### src/rtl/btc_miner_pkg.sv
// Shared constants for the multi-core miner register block: address map,
// CONTROL/STATUS bit positions and the per-core nonce partitioning helper.
package btc_miner_pkg;

  localparam int HEADER_WORDS  = 20;
  localparam int NONCE_IN_WORD = 19;
  localparam int ENTRY_W       = 35;

  localparam logic [7:0] ADDR_CONFIG       = 8'h00;
  localparam logic [7:0] ADDR_HDR_FIRST    = 8'h04;
  localparam logic [7:0] ADDR_HDR_LAST     = 8'h50;
  localparam logic [7:0] ADDR_CONTROL      = 8'h54;
  localparam logic [7:0] ADDR_STATUS       = 8'h58;
  localparam logic [7:0] ADDR_RESULT_NONCE = 8'h5C;
  localparam logic [7:0] ADDR_RESULT_INFO  = 8'h60;
  localparam logic [7:0] ADDR_IRQ_EN       = 8'h64;

  localparam int CTRL_START_BIT   = 0;
  localparam int CTRL_CLR_OVF_BIT = 1;
  localparam int CTRL_FLUSH_BIT   = 2;

  localparam int STAT_EMPTY_BIT = 16;
  localparam int STAT_OVF_BIT   = 17;
  localparam int STAT_IRQ_BIT   = 18;

  // Core idx searches its own 1/ncores slice of the 32-bit nonce space.
  function automatic logic [31:0] nonce_offset(input int idx, input int ncores);
    logic [32:0] step;
    step = 33'h1_0000_0000 / 33'(ncores);
    return 32'(step * 33'(idx));
  endfunction

endpackage

### src/rtl/btc_result_fifo.sv
// Result FIFO for {core, nonce} entries; pointers carry an extra wrap bit so
// full and empty are distinguishable without a separate counter.
module btc_result_fifo #(
  parameter int WIDTH = 35,
  parameter int DEPTH = 8
) (
  input  logic                       clk,
  input  logic                       rst_n,
  input  logic                       push_i,
  input  logic [WIDTH-1:0]           data_i,
  input  logic                       pop_i,
  input  logic                       flush_i,
  output logic                       full_o,
  output logic                       empty_o,
  output logic [$clog2(DEPTH):0]     count_o,
  output logic [WIDTH-1:0]           head_o
);

  localparam int AW = $clog2(DEPTH);
  localparam logic [AW:0] PTR_ONE = 1;

  logic [WIDTH-1:0] mem_q [DEPTH];
  logic [AW:0]      wr_ptr_q, rd_ptr_q;
  logic             do_push, do_pop;

  assign empty_o = (wr_ptr_q == rd_ptr_q);
  assign full_o  = ((wr_ptr_q ^ rd_ptr_q) == {1'b1, {AW{1'b0}}});
  assign count_o = wr_ptr_q - rd_ptr_q;
  assign head_o  = mem_q[rd_ptr_q[AW-1:0]];

  // A pop frees the head slot in the same cycle, so a full FIFO can still accept.
  assign do_pop  = pop_i & ~empty_o;
  assign do_push = push_i & (~full_o | do_pop);

  always_ff @(posedge clk) begin
    if (!rst_n) begin
      wr_ptr_q <= '0;
      rd_ptr_q <= '0;
      for (int i = 0; i < DEPTH; i++) mem_q[i] <= '0;
    end else if (flush_i) begin
      wr_ptr_q <= '0;
      rd_ptr_q <= '0;
    end else begin
      if (do_push) begin
        mem_q[wr_ptr_q[AW-1:0]] <= data_i;
        wr_ptr_q <= wr_ptr_q + PTR_ONE;
      end
      if (do_pop) rd_ptr_q <= rd_ptr_q + PTR_ONE;
    end
  end

endmodule

### src/rtl/btc_miner_regs_mc.sv
// Wishbone register block for a multi-core miner: header broadcast, per-core
// start/nonce partitioning, result synchronisation, arbitration and result FIFO.
module btc_miner_regs_mc
  import btc_miner_pkg::*;
#(
  parameter int NUM_CORES  = 4,
  parameter int FIFO_DEPTH = 8,
  parameter int CNT_W      = $clog2(FIFO_DEPTH) + 1
) (
  input  logic                        clk,
  input  logic                        wbRst_n,
  input  logic [7:0]                  wbAddr,
  input  logic [3:0]                  wbSel,
  input  logic                        wbWe,
  input  logic [31:0]                 wbWData,
  input  logic                        wbCycle,
  input  logic                        wbStrobe,
  input  logic [2:0]                  wbCti,
  input  logic [1:0]                  wbBte,
  output logic [31:0]                 wbRData,
  output logic                        wbAck,
  output logic                        wbErr,
  output logic                        wbRty,
  output logic [32*HEADER_WORDS-1:0]  header,
  output logic [32*NUM_CORES-1:0]     nonce_start,
  output logic [NUM_CORES-1:0]        start,
  output logic                        config_use_nonce_in,
  output logic                        config_oneshot,
  output logic                        irq,
  input  logic [32*NUM_CORES-1:0]     nonce_a,
  input  logic [NUM_CORES-1:0]        done_a,
  input  logic [NUM_CORES-1:0]        nonce_found_a
);

  logic                 ack_q;
  logic [31:0]          rdata_q, rdata_d;
  logic                 use_nonce_in_q, oneshot_q, irq_en_q, irq_q, overflow_q;
  logic [NUM_CORES-1:0] core_en_q, start_q;
  logic [31:0]          header_q      [HEADER_WORDS];
  logic [31:0]          nonce_start_q [NUM_CORES];
  logic [31:0]          nonce_cap_q   [NUM_CORES];
  logic [NUM_CORES-1:0] done_x_q, done_s_q, done_d_q, done_lvl_q;
  logic [NUM_CORES-1:0] pending_q, pending_d, done_edge, grant_oh;

  logic                 access, wr_en, rd_en, is_hdr;
  logic [7:0]           addr_al;
  logic [4:0]           hdr_idx;
  logic                 ctrl_wr, start_pulse, clr_ovf, flush, pop;
  logic                 push, ovf_set;
  logic [2:0]           grant_id;
  logic [31:0]          grant_nonce;
  logic                 fifo_full, fifo_empty;
  logic [CNT_W-1:0]     fifo_count;
  logic [ENTRY_W-1:0]   fifo_head;
  logic                 unused_wb;

  assign unused_wb = ^{wbCti, wbBte, wbAddr[1:0]};

  // Access phase is the first strobe cycle; the registered ack closes it.
  assign access  = wbCycle & wbStrobe & ~ack_q;
  assign wr_en   = access & wbWe;
  assign rd_en   = access & ~wbWe;
  assign addr_al = {wbAddr[7:2], 2'b00};
  assign is_hdr  = (addr_al >= ADDR_HDR_FIRST) && (addr_al <= ADDR_HDR_LAST);
  assign hdr_idx = 5'(wbAddr[7:2] - 6'd1);

  assign ctrl_wr     = wr_en && (addr_al == ADDR_CONTROL) && wbSel[0];
  assign start_pulse = ctrl_wr & wbWData[CTRL_START_BIT];
  assign clr_ovf     = ctrl_wr & wbWData[CTRL_CLR_OVF_BIT];
  assign flush       = ctrl_wr & wbWData[CTRL_FLUSH_BIT];
  assign pop         = rd_en && (addr_al == ADDR_RESULT_NONCE);

  assign done_edge = done_s_q ^ done_d_q;

  always_comb begin
    push        = 1'b0;
    grant_oh    = '0;
    grant_id    = '0;
    grant_nonce = '0;
    for (int i = NUM_CORES - 1; i >= 0; i--) begin
      if (pending_q[i]) begin
        push        = 1'b1;
        grant_oh    = '0;
        grant_oh[i] = 1'b1;
        grant_id    = 3'(i);
        grant_nonce = nonce_cap_q[i];
      end
    end
    pending_d = (pending_q & ~grant_oh) | (done_edge & nonce_found_a);
    // A pending result that is still waiting when a new one lands is lost.
    ovf_set = (|(done_edge & nonce_found_a & pending_q & ~grant_oh))
            | (push & fifo_full & ~pop & ~flush);
  end

  always_comb begin
    rdata_d = '0;
    case (addr_al)
      ADDR_CONFIG: begin
        rdata_d[0]              = use_nonce_in_q;
        rdata_d[1]              = oneshot_q;
        rdata_d[8 +: NUM_CORES] = core_en_q;
      end
      ADDR_STATUS: begin
        rdata_d[NUM_CORES-1:0]  = done_lvl_q;
        rdata_d[8 +: CNT_W]     = fifo_count;
        rdata_d[STAT_EMPTY_BIT] = fifo_empty;
        rdata_d[STAT_OVF_BIT]   = overflow_q;
        rdata_d[STAT_IRQ_BIT]   = irq_q;
      end
      ADDR_RESULT_NONCE: if (!fifo_empty) rdata_d = fifo_head[31:0];
      ADDR_RESULT_INFO: if (!fifo_empty) begin
        rdata_d[31]  = 1'b1;
        rdata_d[2:0] = fifo_head[34:32];
      end
      ADDR_IRQ_EN: rdata_d[0] = irq_en_q;
      default: if (is_hdr) rdata_d = header_q[hdr_idx];
    endcase
  end

  always_ff @(posedge clk) begin
    if (!wbRst_n) begin
      ack_q          <= 1'b0;
      rdata_q        <= '0;
      use_nonce_in_q <= 1'b0;
      oneshot_q      <= 1'b0;
      irq_en_q       <= 1'b0;
      irq_q          <= 1'b0;
      overflow_q     <= 1'b0;
      core_en_q      <= '0;
      start_q        <= '0;
      done_x_q       <= '0;
      done_s_q       <= '0;
      done_d_q       <= '0;
      done_lvl_q     <= '0;
      pending_q      <= '0;
      for (int k = 0; k < HEADER_WORDS; k++) header_q[k] <= '0;
      for (int i = 0; i < NUM_CORES; i++) begin
        nonce_start_q[i] <= nonce_offset(i, NUM_CORES);
        nonce_cap_q[i]   <= '0;
      end
    end else begin
      ack_q <= wbCycle & wbStrobe & ~ack_q;
      if (rd_en) rdata_q <= rdata_d;
      if (wr_en) begin
        if (addr_al == ADDR_CONFIG) begin
          if (wbSel[0]) begin
            use_nonce_in_q <= wbWData[0];
            oneshot_q      <= wbWData[1];
          end
          if (wbSel[1]) core_en_q <= wbWData[8 +: NUM_CORES];
        end
        if ((addr_al == ADDR_IRQ_EN) && wbSel[0]) irq_en_q <= wbWData[0];
        if (is_hdr) begin
          for (int b = 0; b < 4; b++)
            if (wbSel[b]) header_q[hdr_idx][8*b +: 8] <= wbWData[8*b +: 8];
        end
      end
      if (start_pulse) start_q <= start_q ^ core_en_q;
      irq_q      <= irq_en_q & ~fifo_empty;
      overflow_q <= ovf_set | (overflow_q & ~clr_ovf);
      done_x_q   <= done_a;
      done_s_q   <= done_x_q;
      done_d_q   <= done_s_q;
      pending_q  <= pending_d;
      for (int i = 0; i < NUM_CORES; i++) begin
        if (done_edge[i]) begin
          done_lvl_q[i]  <= done_s_q[i];
          nonce_cap_q[i] <= nonce_a[32*i +: 32];
        end
        nonce_start_q[i] <= header_q[NONCE_IN_WORD] + nonce_offset(i, NUM_CORES);
      end
    end
  end

  btc_result_fifo #(
    .WIDTH (ENTRY_W),
    .DEPTH (FIFO_DEPTH)
  ) u_fifo (
    .clk     (clk),
    .rst_n   (wbRst_n),
    .push_i  (push),
    .data_i  ({grant_id, grant_nonce}),
    .pop_i   (pop),
    .flush_i (flush),
    .full_o  (fifo_full),
    .empty_o (fifo_empty),
    .count_o (fifo_count),
    .head_o  (fifo_head)
  );

  always_comb begin
    for (int k = 0; k < HEADER_WORDS; k++) header[32*k +: 32] = header_q[k];
    for (int i = 0; i < NUM_CORES; i++) nonce_start[32*i +: 32] = nonce_start_q[i];
  end

  assign wbRData             = rdata_q;
  assign wbAck               = ack_q;
  assign wbErr               = 1'b0;
  assign wbRty               = 1'b0;
  assign start               = start_q;
  assign config_use_nonce_in = use_nonce_in_q;
  assign config_oneshot      = oneshot_q;
  assign irq                 = irq_q;

endmodule

### config.mk
export PLATFORM = sky130hd
export DESIGN_NAME = btc_miner_regs_mc
export DESIGN_NICKNAME = d
export VERILOG_FILES = /design/src/rtl/btc_miner_pkg.sv /design/src/rtl/btc_result_fifo.sv /design/src/rtl/btc_miner_regs_mc.sv
export SDC_FILE = /design/constraint.sdc
export NUM_CORES = 2
export LEC_CHECK = 0
export BUFFER_PORTS_ARGS = -buffer_cell sky130_fd_sc_hd__buf_2
export CAP_MARGIN = 25
export CORE_AREA = 2 2 393 395
export DETAILED_ROUTE_END_ITERATION = 8
export DIE_AREA = 0 0 395 397
export GPL_ROUTABILITY_DRIVEN = 0
export HOLD_SLACK_MARGIN = 0.08
export REMOVE_ABC_BUFFERS = 1
export SLEW_MARGIN = 10
export SYNTH_ARGS = -nofsm -noshare
export SYNTH_HDL_FRONTEND = slang
export SYNTH_SLANG_ARGS = --single-unit
### constraint.sdc
create_clock -name clk -period 9.01 [get_ports clk]
set_input_delay 0.901 -clock clk [delete_from_list [all_inputs] [get_ports clk]]
set_output_delay 0.901 -clock clk [all_outputs]
set_load 0.05 [all_outputs]
==> results.md <==
- Clk sinks: 1,484
- R2R Setup Slk: 4.71 ns
- DR pass1 iterations: 5
- Initial antenna violation count: 17
- Netlist cell types: 80
- Hold wc startpoint: done_a[3]
- Post-Synth Simple-Gate Area: 13.00%
- Area leader, netlist: edfxtp_1
- Post-CTS setup repair buffer count: 0
- Cell count after synthesis: 4,177
- Rows: around 140
- Clock latency on the worst-skew pair: ~0.8 ns
- CP Cell Sequence: buf_8 > inv_1 > ha_4 > nor4b_4 > a21oi_2 > and4_1 > nand3_1 > o21ai_0 > clkbuf_2
- Post-synthesis adder-cell area fraction: 0.2286%
- Final worst path period share: 52.13%
- Reg2Reg Capture Point: u_fifo.mem_q[7][15]
- Cell Pwr Density: 209.2 nW/um2
- Final Critical Period: 4.697 ns
- Place WS: ~3.3 ns
- DPL Wire Length: 154,100 um
- Ys async rst share: 0%
- Tot Pwr: 0.01579 W
- Avg Synthesized Cell Area: roughly 15 um2
- Core box area: 153,000 um2
- Critical path arrival: 5.19 ns
- Max Clock Skew: 0.04376 ns
- Synth top area cells: edfxtp_1, mux4_2, and2_1, dfxtp_1, nor2_1
- Startpoint types: input port
- IO Count: ~1,000
- Worst EP required: 9.50 ns
- Worst reg-to-reg path cell count: 9
- Slew margin rel.: 25.16%
- Remaining DRCs: 0
- Ys Warns: 0
- Hold Crit Class: in -> reg
- Setup repair after global routing missed its margin: false
- Initial DRC count: 4,038
- Largest family of logic cells by synthesized area: simple AND/OR/NAND/NOR gates
- Status: completed
- Post-synth top flop: edfxtp_1
- DRT antenna net count: 0
- Mux share of post-synthesis cell area: 12.01%
- Kind of critical path: in -> reg
- Post_cts resized: 0
- Hold_buf cts: 0
- Origin of the critical flop-to-flop path: wbAck
- Num CTS Buffers: 160
- Final Max Tran Viols: 0
- Worst Hold End: done_x_q[3]
- Clock tree buffer depth: 3
- Leak: 28.69 nW
- IO Port Bufs: 990
- Die area: 156,800 um2
- MaxCap Viol Count: 0
- Critical path's largest stage delay: 0.91 ns
- Total grt overflow: 0
- Bufs and invs on worst path: 3
- FMAX: between 200 and 250 MHz
- Wirelength per Cell: 30.26 um
- CP max FO: 59
- CP max-delay cell: o21ai_0
- Final worst slack: about 4.3 ns
- Share of cells above drive strength 1: 33.75%
- GRT Resource Usage Total: 27.44%
- Critical path capture point type: flop
- Starting Density: 41.50%
- H-tree depth: 4
- Vias per inst: about 5.7
- Largest net degree at the start of global routing: 92
- Worst Hold Depth: 2
- Max IR drop VDD: ~0.00016 V
- Slew at the pin with the worst max-slew slack: 1.123 ns
- Fillcell total: 13,210
- Synth-to-Final Area Change: 18.89%
- Hold Vio Cnt, Final: 0
- FF+latch count, synth: between 1,000 and 1,500
- # nets final: 5,286
- First-pass GRT wire length: 306,400 um
- Clock-pin slew on the worst setup and hold paths: 0.06 ns
- Die width: 395 um
- Synth Area in XOR/XNOR: 0.2601%
- TNS Setup: 0 ns
- CTS tree: yes
- Via Count: 41,150
- Top delay family on crit path: simple AND/OR/NAND/NOR gates
- Yosys top cell area share: 61.87%
- EDFF count, synth: 1,308
- Vias in the first global route: 40,570
- Util after Layout: 49.34%
- Root Buffer: clkbuf_16
- Final setup viols: 0
- Sequential-to-total area share from yosys stat: around 67%
- Die height: 397 um
- Compound-Gate Fraction of Synth Area: 3.936%
- Total Wirelength: 220,200 um
- Cell area after synthesis: ~63,000 um2
-- cells in the final DEF (no fill, tap or decap), types with 35 or more instances in the layout --
master	count
clkbuf_16	169
mux2_2	35
edfxtp_1	1308
buf_2	1021
mux2i_1	45
mux4_2	301
and2_1	664
nor3_1	62
a21oi_1	61
o21ai_0	93
buf_4	90
o22ai_1	72
clkbuf_1	54
nor2b_1	43
and3_1	133
nor2_1	424
dfxtp_1	171
-- through the flow --
stage	cells	cell area (um2)	hold WS, ns
floorplan	3795	61560	0.4118
global placement	6912	69890	0.4202
detailed placement	6945	70140	0.4238
CTS	7246	75310	0.2490
global route	7272	75470	0.2872
finish	7277	75480	0.3280
-- power breakdown --
part | switching [W] | internal [W]
clock network | 0.00275 | 0.00371
registers | 0.000121 | 0.00768
logic | 0.00113 | 0.000399
-- cell families after synthesis --
logic type | Yosys count
xor gates and xnor gates | 18
other | 1
buffers and inverters | 402
muxes | 381
AOI/OAI and AO/OA | 379
adders and majority gates | 11
and+or+nand+nor | 1501
DFF | 1484
-- area by class of cell --
type / count / area (um2) / area share, %
flip-flops and latches: 1484 / 42810 / 56.72
clock buffers: 241 / 4673 / 6.191
multi-input cells: 2292 / 18830 / 24.95
well taps: 2044 / 2557 / 3.388
diodes: 9 / 22.52 / 0.02984
clock inverters: 60 / 496.7 / 0.6581
repair buffers: 1128 / 6016 / 7.970
inverters: 19 / 71.32 / 0.09449
-- layer usage --
metal	share of wire [%]	global-route usage, %
met5	0.011	0
met4	4.0	10.56
met3	8.4	5.967
met2	49	45.55
met1	39	35.29
-- cell usage after synthesis (4+ instances only) --
library cell and number:
xnor2_1 4, a221o_1 4, a221oi_1 34, nand3_1 29
inv_1 19, o21ai_1 27, buf_4 83, and3_1 133
nand4_1 8, nor2_2 23, nor4_1 8, buf_6 7
ha_1 10, a21o_1 4, nand2_1 37, mux2i_1 45
o21ai_0 96, xor2_1 13, edfxtp_1 1308, a21oi_1 61
mux2_2 35, or3_1 23, o221ai_1 25, dfxtp_1 176
mux4_2 301, nor2_1 425, nor3_1 62, buf_2 99
or4_1 4, a2bb2oi_1 18, or2_2 7, o22ai_1 72
and4_1 5, o22a_1 4, and2_1 666, nor2b_1 44
buf_1 13, clkbuf_1 181
-- worst max path at each step --
stage               cells after the start                to  startpoint  slack, ns
detailed placement                      8  header_q[11][11]   wbAddr[2]       3.35
CTS                                     8  header_q[11][14]   wbAddr[2]       4.19
global placement                       10       wbRData[16]   wbAddr[2]       3.41
global route                           10       wbRData[18]   wbAddr[2]       4.10
finish                                  9  header_q[11][14]   wbAddr[2]       4.31
floorplan                               7       wbRData[11]   wbAddr[2]       0.83
-- sequential cells by signal (all words and copies together) (netlist names), 4 cells and up, named ones only --
signal / flops
done_s_q: 4
nonce_cap_q: 128
u_fifo.mem_q: 272
u_fifo.wr_ptr_q: 4
done_lvl_q: 4
start: 4
done_x_q: 4
header_q: 940
nonce_start_q: 67
pending_q: 4
core_en_q: 4
u_fifo.rd_ptr_q: 4
done_d_q: 4
wbRData: 32
-- worst register-to-register path: stages (launching register included) --
cell and delay, ns:
dfxtp_1 0.34, and4b_1 0.56, nand4_1 0.20, o21ai_1 0.81, nor4_2 0.21, nand3_1 0.14
buf_4 0.51, nand2_1 0.59, buf_16 0.35, buf_4 0.26
Note: power is estimated with default switching activity, not from simulation.
